[src/rtl/mem_ctrl_pkg.sv]
// Shared types for the wait-state memory access controller: FSM states,
// the request snapshot layout and the masked request comparison.
package mem_ctrl_pkg;

   localparam int unsigned WAIT_CYCLES_DEF = 3;
   localparam int unsigned REQ_ADDR_W      = 64;
   localparam int unsigned REQ_DATA_W      = 128;
   localparam int unsigned REQ_BE_W        = REQ_DATA_W / 8;

   typedef enum logic [1:0] {
      S_IDLE = 2'd0,
      S_WAIT = 2'd1,
      S_RDY  = 2'd2
   } state_e;

   // Fields are sized for the widest supported channel; narrower channels zero-extend.
   typedef struct packed {
      logic [REQ_ADDR_W-1:0] if_addr;
      logic                  d_req;
      logic                  d_we;
      logic [REQ_ADDR_W-1:0] d_addr;
      logic [REQ_DATA_W-1:0] d_wdata;
      logic [REQ_BE_W-1:0]   d_be;
   } mem_req_t;

   // Data-side fields only matter when either snapshot actually requests data.
   function automatic logic req_differs(input mem_req_t live, input mem_req_t held);
      logic d_diff;
      d_diff = (live.d_we != held.d_we) || (live.d_addr != held.d_addr) ||
               (live.d_wdata != held.d_wdata) || (live.d_be != held.d_be);
      req_differs = (live.if_addr != held.if_addr) || (live.d_req != held.d_req) ||
                    ((live.d_req || held.d_req) && d_diff);
   endfunction

endpackage

[src/rtl/req_change_det.sv]
// Holds the request seen at the start of a wait window and flags any later
// change to it while checking is enabled.
module req_change_det
   import mem_ctrl_pkg::*;
(
   input  logic     clk,
   input  logic     rst,
   input  logic     capture,
   input  logic     check,
   input  mem_req_t live_req,
   output logic     mismatch
);

   mem_req_t held_d;
   mem_req_t held_q;

   // Next snapshot: take the live request when a window starts
   always_comb begin
      if (capture) begin
         held_d = live_req;
      end else begin
         held_d = held_q;
      end
   end

   // Snapshot register
   always_ff @(posedge clk) begin
      if (rst) begin
         held_q <= '0;
      end else begin
         held_q <= held_d;
      end
   end

   // Masked comparison against the snapshot
   always_comb begin
      if (check) begin
         mismatch = req_differs(live_req, held_q);
      end else begin
         mismatch = 1'b0;
      end
   end

endmodule

[src/rtl/mem_access_ctrl.sv]
// Wait-state access controller: stalls the core until a fetch/data request has
// been stable for WAIT_CYCLES cycles, then releases a single ready cycle.
module mem_access_ctrl
   import mem_ctrl_pkg::*;
#(
   parameter  int unsigned ADDR_W      = 32,
   parameter  int unsigned DATA_W      = 32,
   parameter  int unsigned WAIT_CYCLES = WAIT_CYCLES_DEF,
   localparam int unsigned BE_W        = DATA_W / 8
) (
   input  logic              clk,
   input  logic              rst,
   input  logic [ADDR_W-1:0] if_addr,
   output logic [ADDR_W-1:0] imem_addr,
   input  logic [DATA_W-1:0] imem_rdata,
   output logic [DATA_W-1:0] instruction,
   input  logic              d_req,
   input  logic              d_we,
   input  logic [ADDR_W-1:0] d_addr,
   input  logic [DATA_W-1:0] d_wdata,
   input  logic [BE_W-1:0]   d_be,
   output logic [ADDR_W-1:0] dmem_addr,
   output logic [DATA_W-1:0] dmem_wdata,
   output logic [BE_W-1:0]   dmem_be,
   output logic              dmem_we,
   input  logic [DATA_W-1:0] dmem_rdata,
   output logic [DATA_W-1:0] load_data,
   output logic              stall,
   output logic              restart
);

   localparam int unsigned      CNT_W    = $clog2(WAIT_CYCLES) + 1;
   localparam logic [CNT_W-1:0] CNT_LAST = CNT_W'(WAIT_CYCLES - 1);

   state_e           state_d;
   state_e           state_q;
   logic [CNT_W-1:0] cnt_d;
   logic [CNT_W-1:0] cnt_q;
   mem_req_t         live_req;
   logic             mismatch;

   assign imem_addr  = if_addr;
   assign dmem_addr  = d_addr;
   assign dmem_wdata = d_wdata;
   assign dmem_be    = d_be;

   // Pack the live request into the shared snapshot layout
   always_comb begin
      live_req         = '0;
      live_req.if_addr = REQ_ADDR_W'(if_addr);
      live_req.d_req   = d_req;
      live_req.d_we    = d_we;
      live_req.d_addr  = REQ_ADDR_W'(d_addr);
      live_req.d_wdata = REQ_DATA_W'(d_wdata);
      live_req.d_be    = REQ_BE_W'(d_be);
   end

   req_change_det u_req_change_det (
      .clk      (clk),
      .rst      (rst),
      .capture  (cnt_q == {CNT_W{1'b0}}),
      .check    ((state_q == S_WAIT) && (cnt_q != {CNT_W{1'b0}})),
      .live_req (live_req),
      .mismatch (mismatch)
   );

   // FSM and wait counter next-state; a late change beats the terminal count
   always_comb begin
      state_d = state_q;
      cnt_d   = cnt_q;
      case (state_q)
         S_IDLE: begin
            state_d = S_WAIT;
            cnt_d   = {CNT_W{1'b0}};
         end
         S_WAIT: begin
            if (mismatch) begin
               state_d = S_WAIT;
               cnt_d   = {CNT_W{1'b0}};
            end else if (cnt_q == CNT_LAST) begin
               state_d = S_RDY;
               cnt_d   = cnt_q + CNT_W'(1);
            end else begin
               state_d = S_WAIT;
               cnt_d   = cnt_q + CNT_W'(1);
            end
         end
         S_RDY: begin
            state_d = S_WAIT;
            cnt_d   = {CNT_W{1'b0}};
         end
         default: begin
            state_d = S_IDLE;
            cnt_d   = {CNT_W{1'b0}};
         end
      endcase
   end

   // State and counter registers
   always_ff @(posedge clk) begin
      if (rst) begin
         state_q <= S_IDLE;
         cnt_q   <= {CNT_W{1'b0}};
      end else begin
         state_q <= state_d;
         cnt_q   <= cnt_d;
      end
   end

   // Core-facing outputs are only live during the single ready cycle
   always_comb begin
      stall       = 1'b1;
      instruction = {DATA_W{1'b0}};
      load_data   = {DATA_W{1'b0}};
      dmem_we     = 1'b0;
      restart     = mismatch;
      if (state_q == S_RDY) begin
         stall       = 1'b0;
         instruction = imem_rdata;
         dmem_we     = d_req & d_we;
         if (d_req && !d_we) begin
            load_data = dmem_rdata;
         end else begin
            load_data = {DATA_W{1'b0}};
         end
      end else begin
         stall = 1'b1;
      end
   end

endmodule

[config.mk]
export PLATFORM = sky130hd
export DESIGN_NAME = mem_access_ctrl
export DESIGN_NICKNAME = d
export VERILOG_FILES = /design/src/rtl/mem_ctrl_pkg.sv /design/src/rtl/req_change_det.sv /design/src/rtl/mem_access_ctrl.sv
export SDC_FILE = /design/constraint.sdc
export NUM_CORES = 1
export LEC_CHECK = 0
export CORE_MARGIN = 2
export CORE_UTILIZATION = 30
export DETAILED_ROUTE_END_ITERATION = 10
export PLACE_DENSITY = 0.6
export SLEW_MARGIN = 40
export SYNTH_ARGS = -nofsm -noshare
export SYNTH_HDL_FRONTEND = slang
export SYNTH_HIERARCHICAL = 1
export SYNTH_SLANG_ARGS = --single-unit
[constraint.sdc]
create_clock -name clk -period 5.5 [get_ports clk]
set_clock_uncertainty 0.2 [all_clocks]
set_input_delay 1.65 -clock clk [delete_from_list [all_inputs] [get_ports clk]]
set_output_delay 1.65 -clock clk [all_outputs]
set_load 0.1 [all_outputs]
==> results of run 1 <==
==> stage by stage <==
stage / hold WS, ns / cells
6_report: 0.245 / 2770
5_1_grt: 0.268 / 2769
4_1_cts: 0.250 / 2767
3_5_place_dp: 0.241 / 2700
3_3_place_gp: 0.228 / 2700
2_1_floorplan: 0.217 / 1809
==> final cells by class <==
cell class	instances	area, sq um	area share (%)
repair buffers	457	4180	20.1
multi-input cells	1342	9040	43.4
diodes	3	7.51	0.0361
well taps	607	759	3.65
clock inverters	6	95.1	0.457
inverters	21	78.8	0.379
flip-flops and latches	279	5590	26.8
clock buffers	55	1070	5.15
==> placed cells by master (no fill, tap or decap), types with 2 or more instances in the layout <==
cell,instances
nand2b_1,2
buf_4,252
ha_1,4
dfxtp_1,279
inv_16,2
xor2_1,201
clkbuf_8,12
clkdlybuf4s15_2,4
a22oi_1,2
clkbuf_16,36
diode_2,3
mux2i_1,274
inv_2,3
buf_2,12
xnor2_1,39
o22ai_2,2
dlygate4sd2_1,39
clkdlybuf4s50_1,83
nor2_1,277
buf_6,3
nor4_2,33
conb_1,347
buf_12,36
nor4_1,26
clkdlybuf4s15_1,14
o22ai_1,3
xnor2_2,3
xor2_2,17
nand4_1,22
dlymetal6s2s_1,2
clkbuf_2,10
nand3_1,2
inv_1,18
and2_1,64
clkbuf_1,8
==> worst reg2reg max path: cells and delay by family, from the launching register on <==
kind / cells / cell delay (ns)
AOI/OAI and AO/OA: 2 / 0.62
and+or+nand+nor: 5 / 1.71
DFF: 1 / 0.32
buffers and inverters: 3 / 0.46
xor gates and xnor gates: 1 / 0.16
==> what timing repair did <==
item	in CTS	in global routing
buffers inserted	6	0
hold buffers	0	0
resized for setup	194	41
endpoints found under the setup margin	1	1
gates cloned	0	0
pin swaps	89	32
==> Yosys cell counts, types with 2 or more instances <==
library cell	instances	area [sq um]
nor2_1	277	1040
dfxtp_1	279	5590
mux2i_1	274	2740
nand3_1	3	15.0
nor2b_1	2	12.5
nor4_2	2	25.0
clkbuf_1	39	146
xnor2_1	42	368
a22oi_1	2	15.0
ha_1	4	50.1
nand4_1	22	138
nor4_1	58	363
buf_2	21	105
nand2b_1	2	12.5
and2_1	64	400
xor2_1	218	1910
buf_4	100	751
buf_1	7	26.3
o22ai_1	5	31.3
inv_1	21	78.8
==> sequential cells by signal, summed over array words and instances, names as in the netlist <==
name	cells
cnt_q	3
u_req_change_det/held_q	274
state_q	2
==> path summary, 6_finish.rpt <==
| path | start | to | slack (ns) |
|---|---|---|---|
| setup / recovery | d_wdata[9] | restart | -0.17 |
| hold / removal | cnt_q[0] | cnt_q[0] | 0.25 |
| setup reg to reg | u_req_change_det/held_q[128] | state_q[1] | 1.95 |
| hold reg to reg | cnt_q[0] | cnt_q[0] | 0.25 |
==> per-layer routing <==
layer	vias up	wire [um]	GRT usage, %
met5	-	0	0
met4	0	1010	5.50
met3	54	1820	3.42
met2	212	15400	22.4
met1	4960	15100	17.1
li1	5761	-	-
==> power by group <==
group	total (uW)	switching [uW]	internal, uW
Clock	2310	911	1400
Sequential	2290	107	2180
Combinational	1280	758	521
Total	5880	1780	4100
==> cell families (layout without fill, tap and decap cells) <==
group                    after synthesis  count (layout)  share of synthesized area, %
AND/OR/NAND/NOR                      441             441                          15.1
flip-flops                           279             279                          39.9
multiplexers                         274             274                          19.6
XOR/XNOR                             260             260                          16.2
buffers and inverters                188             539                          7.90
AO/OA/AOI/OAI                         16              16                         0.964
adder cells (fa/ha/maj)                4               4                         0.357
other                                  1             350                        0.0268
==> impl_metrics.py, run 1 <==
metrics = {
    "run_status": {
        "outcome": "finished with violations",
        "failed_checks": "setup timing",
    },
    "finish": {
        "drive_gt1_share_pct": 20.4,
        "finalNetCount": 2308,
        "fill_cells": 4471,
        "syn2layout_area_growth_pct": 48.5,
        "final_util_pct": 44.9,
        "final_cell_area_sq_um": 20800,
    },
    "power_and_ir_drop": {
        "ir_drop_mv": 0.202,
        "p_leak_uw": 0.0109,
        "p_total_uw": 5880,
        "p_per_area_nw_per_um2": 282,
    },
    "place": {
        "place_ws_ns": -0.622,
        "place.gp.congestion": 0.747,
        "numPortBuffers": 334,
        "dp_hpwl_um": 23400,
        "detailed_place.area_sq_um": 19300,
    },
    "logic_synthesis": {
        "synth.distinct_cells": 41,
        "ys_warn_count": 6,
        "synth_area_sq_um": 14000,
        "synth_edf_count": 0,
        "yosysSeqAreaShare_pct": 39.9,
        "synthArstFlopShare_pct": 0,
        "syn_inst": 1463,
        "ys_ff_latch": 279,
        "synth_flop_cell": "dfxtp_1",
        "synth_area_per_cell_sq_um": 9.58,
    },
    "grt": {
        "grt_max_degree": 131,
        "antenna_found_initial": 3,
        "grtUsageTotal_pct": 13.6,
        "grt_pass1_vias": 10744,
        "grt_pass1_wl_um": 53100,
        "grt-ovfl-total": 0,
    },
    "timing": {
        "setup_viol_count_final": 1,
        "setup_tns_ns": -0.172,
        "slew_violations": 0,
        "finalCritPeriodShare_pct": 103,
        "rsz0062_at_grt": "true",
        "period_minus_slack_ns": 5.67,
        "relSlewSlack_pct": 41.6,
        "setup_ws_ns": -0.172,
        "final-hold-violation-count": 0,
        "max_freq_ghz": 0.176,
        "tightestPinTransition_ns": 0.876,
    },
    "floorplan": {
        "die_h_um": 220,
        "core_sq_um": 46400,
        "die_x_um": 220,
        "rows": 79,
        "die_area_sq_um": 48500,
        "io_pins": 335,
        "initial_utilization_pct": 30.2,
    },
    "route": {
        "drt_wl_total_um": 33300,
        "drc": 0,
        "num_vias": 10987,
        "avgViaCountPerCell": 3.97,
        "wl_per_cell_um": 12.0,
        "drtIter0Drc": 444,
        "drt_first_pass_iters": 4,
        "antenna_left": 0,
    },
    "setup_path": {
        "critical_path_class": "input pin to output pin",
        "critical-path-top-delay-family": "simple AND/OR/NAND/NOR gates",
        "cp.required_ns": 3.65,
        "worstPathArrival_ns": 3.82,
        "startpoint_type": "input pin",
        "slowest_delay_ns": 0.47,
        "worst-r2r-cell-count": 11,
        "cp_num_cells": 9,
        "crit_slowest_cell": "o41a_1",
        "crit_path_max_fanout": 2,
        "crit_path_end_kind": "output pin",
        "timing.critical_path.buf_inv": 3,
        "critical_path.cell_chain": "clkdlybuf4s15_1 > xor2_1 > nor4_1 > nand4_1 > nor4_2 > buf_4 > a41oi_4 > o41a_1 > buf_12",
    },
    "clock_network": {
        "cts_made_buffers": 35,
        "tritoncts": "done",
        "worstSkewPairLatency_ns": 0.54,
        "path_clk_slew_ns": 0.06,
        "clock_path_buffers": 3,
        "cts_root_buffer": "clkbuf_16",
        "htreeDepth": 2,
        "clock_sinks": 279,
    },
    "job": {
        "maxCapViolations": 0,
    },
    "worst_hold_path": {
        "hold_depth": 1,
        "hold_path_class": "flip-flop to flip-flop",
    },
}
Note: power is estimated with default switching activity, not from simulation.
==> run 2, diff against run 1 <==
--- a/config.mk
+++ b/config.mk
@@ -9,7 +9,7 @@
 export CORE_UTILIZATION = 30
 export DETAILED_ROUTE_END_ITERATION = 10
 export PLACE_DENSITY = 0.6
-export SLEW_MARGIN = 40
+export SLEW_MARGIN = 10
 export SYNTH_ARGS = -nofsm -noshare
 export SYNTH_HDL_FRONTEND = slang
 export SYNTH_HIERARCHICAL = 1
==> run 2 against run 1 <==
Effect of this change:
- the flow still finishes with violations (setup timing)
- critical path depth fell by 3
- largest power group is now registers
- flip-flop and latch count did not move
- setup slack improved by 0.13 ns
- die area did not move
- fmax rose by 2.4%
- core utilization fell by 0.26 points
- sequential share of layout area rose by 0.15 points
- critical path type unchanged
- count of clock-buffer cells in the layout fell by 10
- worst hold slack barely moved
- sequential power barely moved
==> impl_metrics.py, run 2 (synthesis results as in run 1) <==
metrics = {
    "setup_path": {
        "critical-path-top-delay-family": "buffers and inverters",
        "crit_path_max_fanout": 3,
        "timing.critical_path.buf_inv": 2,
        "crit_slowest_cell": "clkdlybuf4s50_1",
        "startpoint_type": "input pin",
        "r2r_start": "cnt_q[0]",
        "slowest_delay_ns": 0.55,
        "worstPathArrival_ns": 3.69,
        "critical_path_class": "input pin to output pin",
        "critical_path.cell_chain": "clkdlybuf4s50_1 > xnor2_1 > nand3_1 > or4_1 > o41a_1 > buf_12",
        "cp.required_ns": 3.65,
        "crit_path_end_kind": "output pin",
        "reg2reg_to": "u_req_change_det/held_q[176]",
        "reg2reg_setup_slack_ns": 1.77,
        "worst-r2r-cell-count": 8,
    },
    "timing": {
        "finalCritPeriodShare_pct": 101,
        "setup_viol_count_final": 1,
        "period_minus_slack_ns": 5.54,
        "tightestPinTransition_ns": 1.05,
        "max_freq_ghz": 0.181,
        "rsz0062_at_grt": "true",
        "setup_ws_ns": -0.0392,
        "relSlewSlack_pct": 29.9,
        "setup_tns_ns": -0.0392,
        "slew_violations": 0,
        "final-hold-violation-count": 0,
    },
    "route": {
        "drt_first_pass_iters": 4,
        "avgViaCountPerCell": 3.96,
        "drtIter0Drc": 448,
        "wl_met1_um": 14900,
        "num_vias": 10913,
        "wl_met2_um": 15500,
        "met3_length_um": 1870,
        "wl_per_cell_um": 11.9,
        "drc": 0,
        "drt_wl_total_um": 32900,
        "dr.max_layer_used": "met4",
        "antenna_left": 0,
    },
    "clock_network": {
        "cts_made_buffers": 34,
        "path_clk_slew_ns": 0.06,
        "cts_root_buffer": "clkbuf_16",
        "clock_sinks": 279,
        "htreeDepth": 2,
        "ctsHoldBuffers": 0,
        "worstSkewPairLatency_ns": 0.54,
        "clock_path_buffers": 3,
        "tritoncts": "done",
    },
    "grt": {
        "grt_pass1_vias": 10586,
        "grt_max_degree": 131,
        "antenna_found_initial": 2,
        "grtUsageTotal_pct": 13.4,
        "grt-ovfl-total": 0,
        "grt_pass1_wl_um": 52300,
    },
    "run_status": {
        "failed_checks": "setup timing",
        "outcome": "finished with violations",
    },
    "power_and_ir_drop": {
        "p_leak_uw": 0.0108,
        "p_per_area_nw_per_um2": 275,
        "p_total_uw": 5700,
        "ir_drop_mv": 0.224,
    },
    "finish": {
        "drive_gt1_share_pct": 20.4,
        "final_util_pct": 44.6,
        "largestRegisters": "u_req_change_det/held_q: 274 flops, cnt_q: 3 flops, state_q: 2 flops",
        "final_common_cell": "conb_1",
        "largest_reg_flops": 274,
        "top_register": "u_req_change_det/held_q",
        "fill_cells": 4447,
        "syn2layout_area_growth_pct": 47.7,
        "mostFrequentLayoutCells": "conb_1 (347), dfxtp_1 (279), nor2_1 (277), mux2i_1 (274), buf_4 (250)",
        "finalNetCount": 2303,
    },
    "floorplan": {
        "die_x_um": 220,
        "die_area_sq_um": 48500,
        "rows": 79,
        "core_sq_um": 46400,
        "die_h_um": 220,
        "io_pins": 335,
        "initial_utilization_pct": 30.2,
    },
    "worst_hold_path": {
        "whs_endpoint": "cnt_q[0]",
        "hold_depth": 1,
        "hold_start": "cnt_q[0]",
        "hold_path_class": "flip-flop to flip-flop",
    },
    "place": {
        "place.gp.congestion": 0.747,
        "dp_hpwl_um": 23300,
        "numPortBuffers": 334,
    },
    "job": {
        "maxCapViolations": 0,
    },
}
run 2: cell types whose count changed in the layout (fill, tap and decap cells not counted), moves of 4 or more:
| cell | before | now |
|---|---|---|
| clkbuf_2 | 10 | 16 |
| clkbuf_8 | 12 | 2 |
| clkinv_2 | 0 | 4 |
| dlygate4sd2_1 | 39 | 33 |
| dlymetal6s2s_1 | 2 | 7 |
run 2: area by class of cell:
type / instances / area [sq um] / area share [%]
inverters: 21 / 78.8 / 0.381
multi-input cells: 1342 / 9100 / 44.0
clock inverters: 9 / 143 / 0.689
flip-flops and latches: 279 / 5590 / 27.0
clock buffers: 45 / 902 / 4.36
diodes: 2 / 5.00 / 0.0242
well taps: 607 / 759 / 3.67
repair buffers: 453 / 4130 / 19.9
run 2: layer usage:
metal / GRT usage, % / vias to the layer above
li1: - / 5749
met1: 16.9 / 4925
met2: 22.7 / 197
met4: 3.94 / 0
met3: 3.29 / 42
met5: 0 / -
run 2: how the worst max path moves through the flow:
stage,startpoint,endpoint,slack (ns),cells after the start
6_report,if_addr[16],restart,-0.04,6
5_1_grt,d_wdata[2],restart,-0.13,9
4_1_cts,if_addr[14],restart,-0.19,9
3_3_place_gp,d_addr[9],restart,-0.62,10
2_1_floorplan,d_req,restart,0.03,8
3_5_place_dp,d_addr[9],restart,-0.65,10
run 2: stage by stage:
step / hold slack [ns] / worst slack, ns / cell area, sq um / std cells
detailed placement: 0.242 / -0.651 / 19300 / 2700
finish: 0.245 / -0.0392 / 20700 / 2758
global placement: 0.228 / -0.618 / 19300 / 2700
floorplan: 0.217 / 0.0324 / 15300 / 1809
global route: 0.276 / -0.131 / 20700 / 2757
CTS: 0.250 / -0.190 / 20500 / 2756
run 2: where the power goes:
| group | internal (uW) | switching, uW |
|---|---|---|
| sequential | 2180 | 108 |
| clock | 1250 | 876 |
| combinational | 522 | 759 |
run 2: timing repair:
item | CTS | global route
pin swaps | 84 | 60
endpoints found under the setup margin | 1 | 1
resized for setup | 175 | 78
setup buffers | 2 | 0
==> run 3, diff against run 2 <==
==> constraint.sdc (replaced) <==
create_clock -name clk -period 6.8 [get_ports clk]
set_clock_uncertainty 0.2 [all_clocks]
set_input_delay 2.04 -clock clk [delete_from_list [all_inputs] [get_ports clk]]
set_output_delay 2.04 -clock clk [all_outputs]
set_load 0.1 [all_outputs]
==> run 3 against run 2 <==
Effect of this change:
- the run now ends clean
- core utilization down 1.3 points
- critical path depth up 3
- combinational power down 22%
- global-route usage down 0.48 points
- highest routed layer unchanged
- sequential power down 19%
- non-clock buffer count down 79
- sequential share of layout area up 0.80 points
- via count down 2.2%
- critical path type unchanged
- count of clock-buffer cells in the layout up 4
==> impl_metrics.py, run 3 (synthesis results as in run 1) <==
metrics = {
    "grt": {
        "grt_max_degree": 170,
        "grt_pass1_wl_um": 50500,
        "grtUsageTotal_pct": 12.9,
        "grt_pass1_vias": 9980,
        "grt_use_met3_pct": 3.08,
        "grt-ovfl-total": 0,
        "met1_usage_pct": 17.2,
        "top_usage_layer": "met2",
        "use_met2_pct": 20.9,
        "antenna_found_initial": 1,
    },
    "finish": {
        "largestRegisters": "u_req_change_det/held_q: 274 flops, cnt_q: 3 flops, state_q: 2 flops",
        "mostFrequentLayoutCells": "conb_1 (347), dfxtp_1 (279), nor2_1 (277), mux2i_1 (274), xor2_1 (217)",
        "fill_cells": 4443,
        "syn2layout_area_growth_pct": 43.4,
        "finalNetCount": 2226,
        "largest_reg_flops": 274,
        "drive_gt1_share_pct": 14.6,
        "multiInputGateArea_sq_um": 8830,
        "final_common_cell": "conb_1",
        "register_area_sq_um": 5590,
        "top_register": "u_req_change_det/held_q",
    },
    "setup_path": {
        "crit_slowest_cell": "o41a_1",
        "r2r_start": "cnt_q[0]",
        "critical_path.cell_chain": "clkdlybuf4s50_1 > xor2_1 > nor4_2 > buf_4 > nand4_1 > nor4_4 > a41oi_4 > o41a_1 > buf_12",
        "crit_path_max_fanout": 3,
        "worst-r2r-cell-count": 7,
        "cp.required_ns": 4.56,
        "worstPathArrival_ns": 4.43,
        "setup.worst_path.start": "d_addr[30]",
        "critical_path_class": "input pin to output pin",
        "reg2reg_to": "u_req_change_det/held_q[134]",
        "slowest_delay_ns": 0.46,
        "startpoint_type": "input pin",
        "reg2reg_setup_slack_ns": 3.00,
        "crit_path_end_kind": "output pin",
    },
    "floorplan": {
        "io_pins": 335,
        "die_area_sq_um": 48500,
        "die_h_um": 220,
        "initial_utilization_pct": 30.2,
        "die_x_um": 220,
        "rows": 79,
        "core_sq_um": 46400,
    },
    "clock_network": {
        "tritoncts": "done",
        "cts_root_buffer": "clkbuf_16",
        "clock_sinks": 279,
        "ctsHoldBuffers": 0,
        "clock_path_buffers": 3,
        "worstSkewPairLatency_ns": 0.54,
        "htreeDepth": 2,
        "path_clk_slew_ns": 0.06,
        "cts_made_buffers": 36,
    },
    "power_and_ir_drop": {
        "p_leak_uw": 0.0105,
        "p_per_area_nw_per_um2": 233,
        "ir_drop_mv": 0.176,
    },
    "place": {
        "numPortBuffers": 334,
        "dp_hpwl_um": 22300,
        "place_ws_ns": -0.155,
        "place.gp.congestion": 0.737,
    },
    "route": {
        "avgViaCountPerCell": 3.97,
        "wl_per_cell_um": 11.8,
        "drtIter0Drc": 412,
        "antenna_left": 0,
        "drc": 0,
        "num_vias": 10672,
        "drt_first_pass_iters": 4,
        "drt_wl_total_um": 31800,
    },
    "timing": {
        "max_freq_ghz": 0.150,
        "setup_tns_ns": 0,
        "final-hold-violation-count": 0,
        "tightestPinTransition_ns": 1.05,
        "setup_ws_ns": 0.126,
        "finalCritPeriodShare_pct": 98.2,
        "period_minus_slack_ns": 6.67,
        "setup_viol_count_final": 0,
        "relSlewSlack_pct": 29.9,
        "slew_violations": 0,
    },
    "worst_hold_path": {
        "hold_depth": 1,
        "whs_endpoint": "cnt_q[0]",
        "hold_start": "cnt_q[0]",
        "hold_path_class": "flip-flop to flip-flop",
    },
    "run_status": {
        "outcome": "completed",
    },
    "job": {
        "maxCapViolations": 0,
    },
}
==> run 3: changes by cell type in the layout (fill, tap and decap cells not counted), moves of 6 or more <==
cell	previous run	this run
buf_4	250	172
clkdlybuf4s50_1	81	153
dlygate4sd2_1	33	1
xor2_1	199	217
xor2_2	19	1
clkbuf_2	16	0
clkdlybuf4s15_1	13	0
buf_2	10	0
nor4_1	24	33
nor4_2	34	26
dlymetal6s2s_1	7	13
==> run 3: metrics by stage <==
| stage | hold slack [ns] | power (uW) | instances | util, % | cell area, sq um |
|---|---|---|---|---|---|
| after floorplan | 0.217 | 2620 | 1809 | - | 15300 |
| after global placement | 0.226 | 2850 | 2622 | 40.3 | 18700 |
| after detailed placement | 0.236 | 2870 | 2622 | 40.3 | 18700 |
| after CTS | 0.244 | 4760 | 2688 | 43.0 | 19900 |
| after global routing | 0.269 | 4940 | 2689 | 43.4 | 20100 |
| final | 0.243 | 4690 | 2689 | 43.4 | 20100 |
==> run 3: layout make-up <==
class	instances	area share, %
sequential	279	27.8
tap	607	3.78
inverter	21	0.392
clock buffer	49	5.02
multi-input combinational	1342	43.9
antenna	1	0.0124
timing repair buffer	374	18.3
clock inverter	16	0.722
==> run 3: power breakdown <==
| group | internal, uW | total (uW) | switching, uW |
|---|---|---|---|
| Clock | 1090 | 1840 | 753 |
| Sequential | 1770 | 1850 | 83.6 |
| Combinational | 398 | 993 | 595 |
| Total | 3260 | 4690 | 1430 |
==> run 3: worst max-delay path by stage <==
stage               cells after the start      end
floorplan                               8  restart
global placement                       10  restart
detailed placement                     10  restart
CTS                                     9  restart
global route                            8  restart
finish                                  9  restart
==> run 3: per-layer routing <==
layer,vias up,part of all wire (%)
met3,44,5.0
met5,-,0
met4,0,1.8
li1,5628,-
met1,4790,47
met2,210,46
==> run 3: worst max-delay path, delay by kind of cell <==
kind,cells,cell delay (ns)
compound gates,2,0.65
buf+inv,3,0.81
xor+xnor,1,0.17
simple gates,3,0.77
==> run 3: what timing repair did <==
action,CTS,global route
endpoints found under the setup margin,1,1
pin swaps,8,25
setup buffers,1,0
resized for setup,13,32
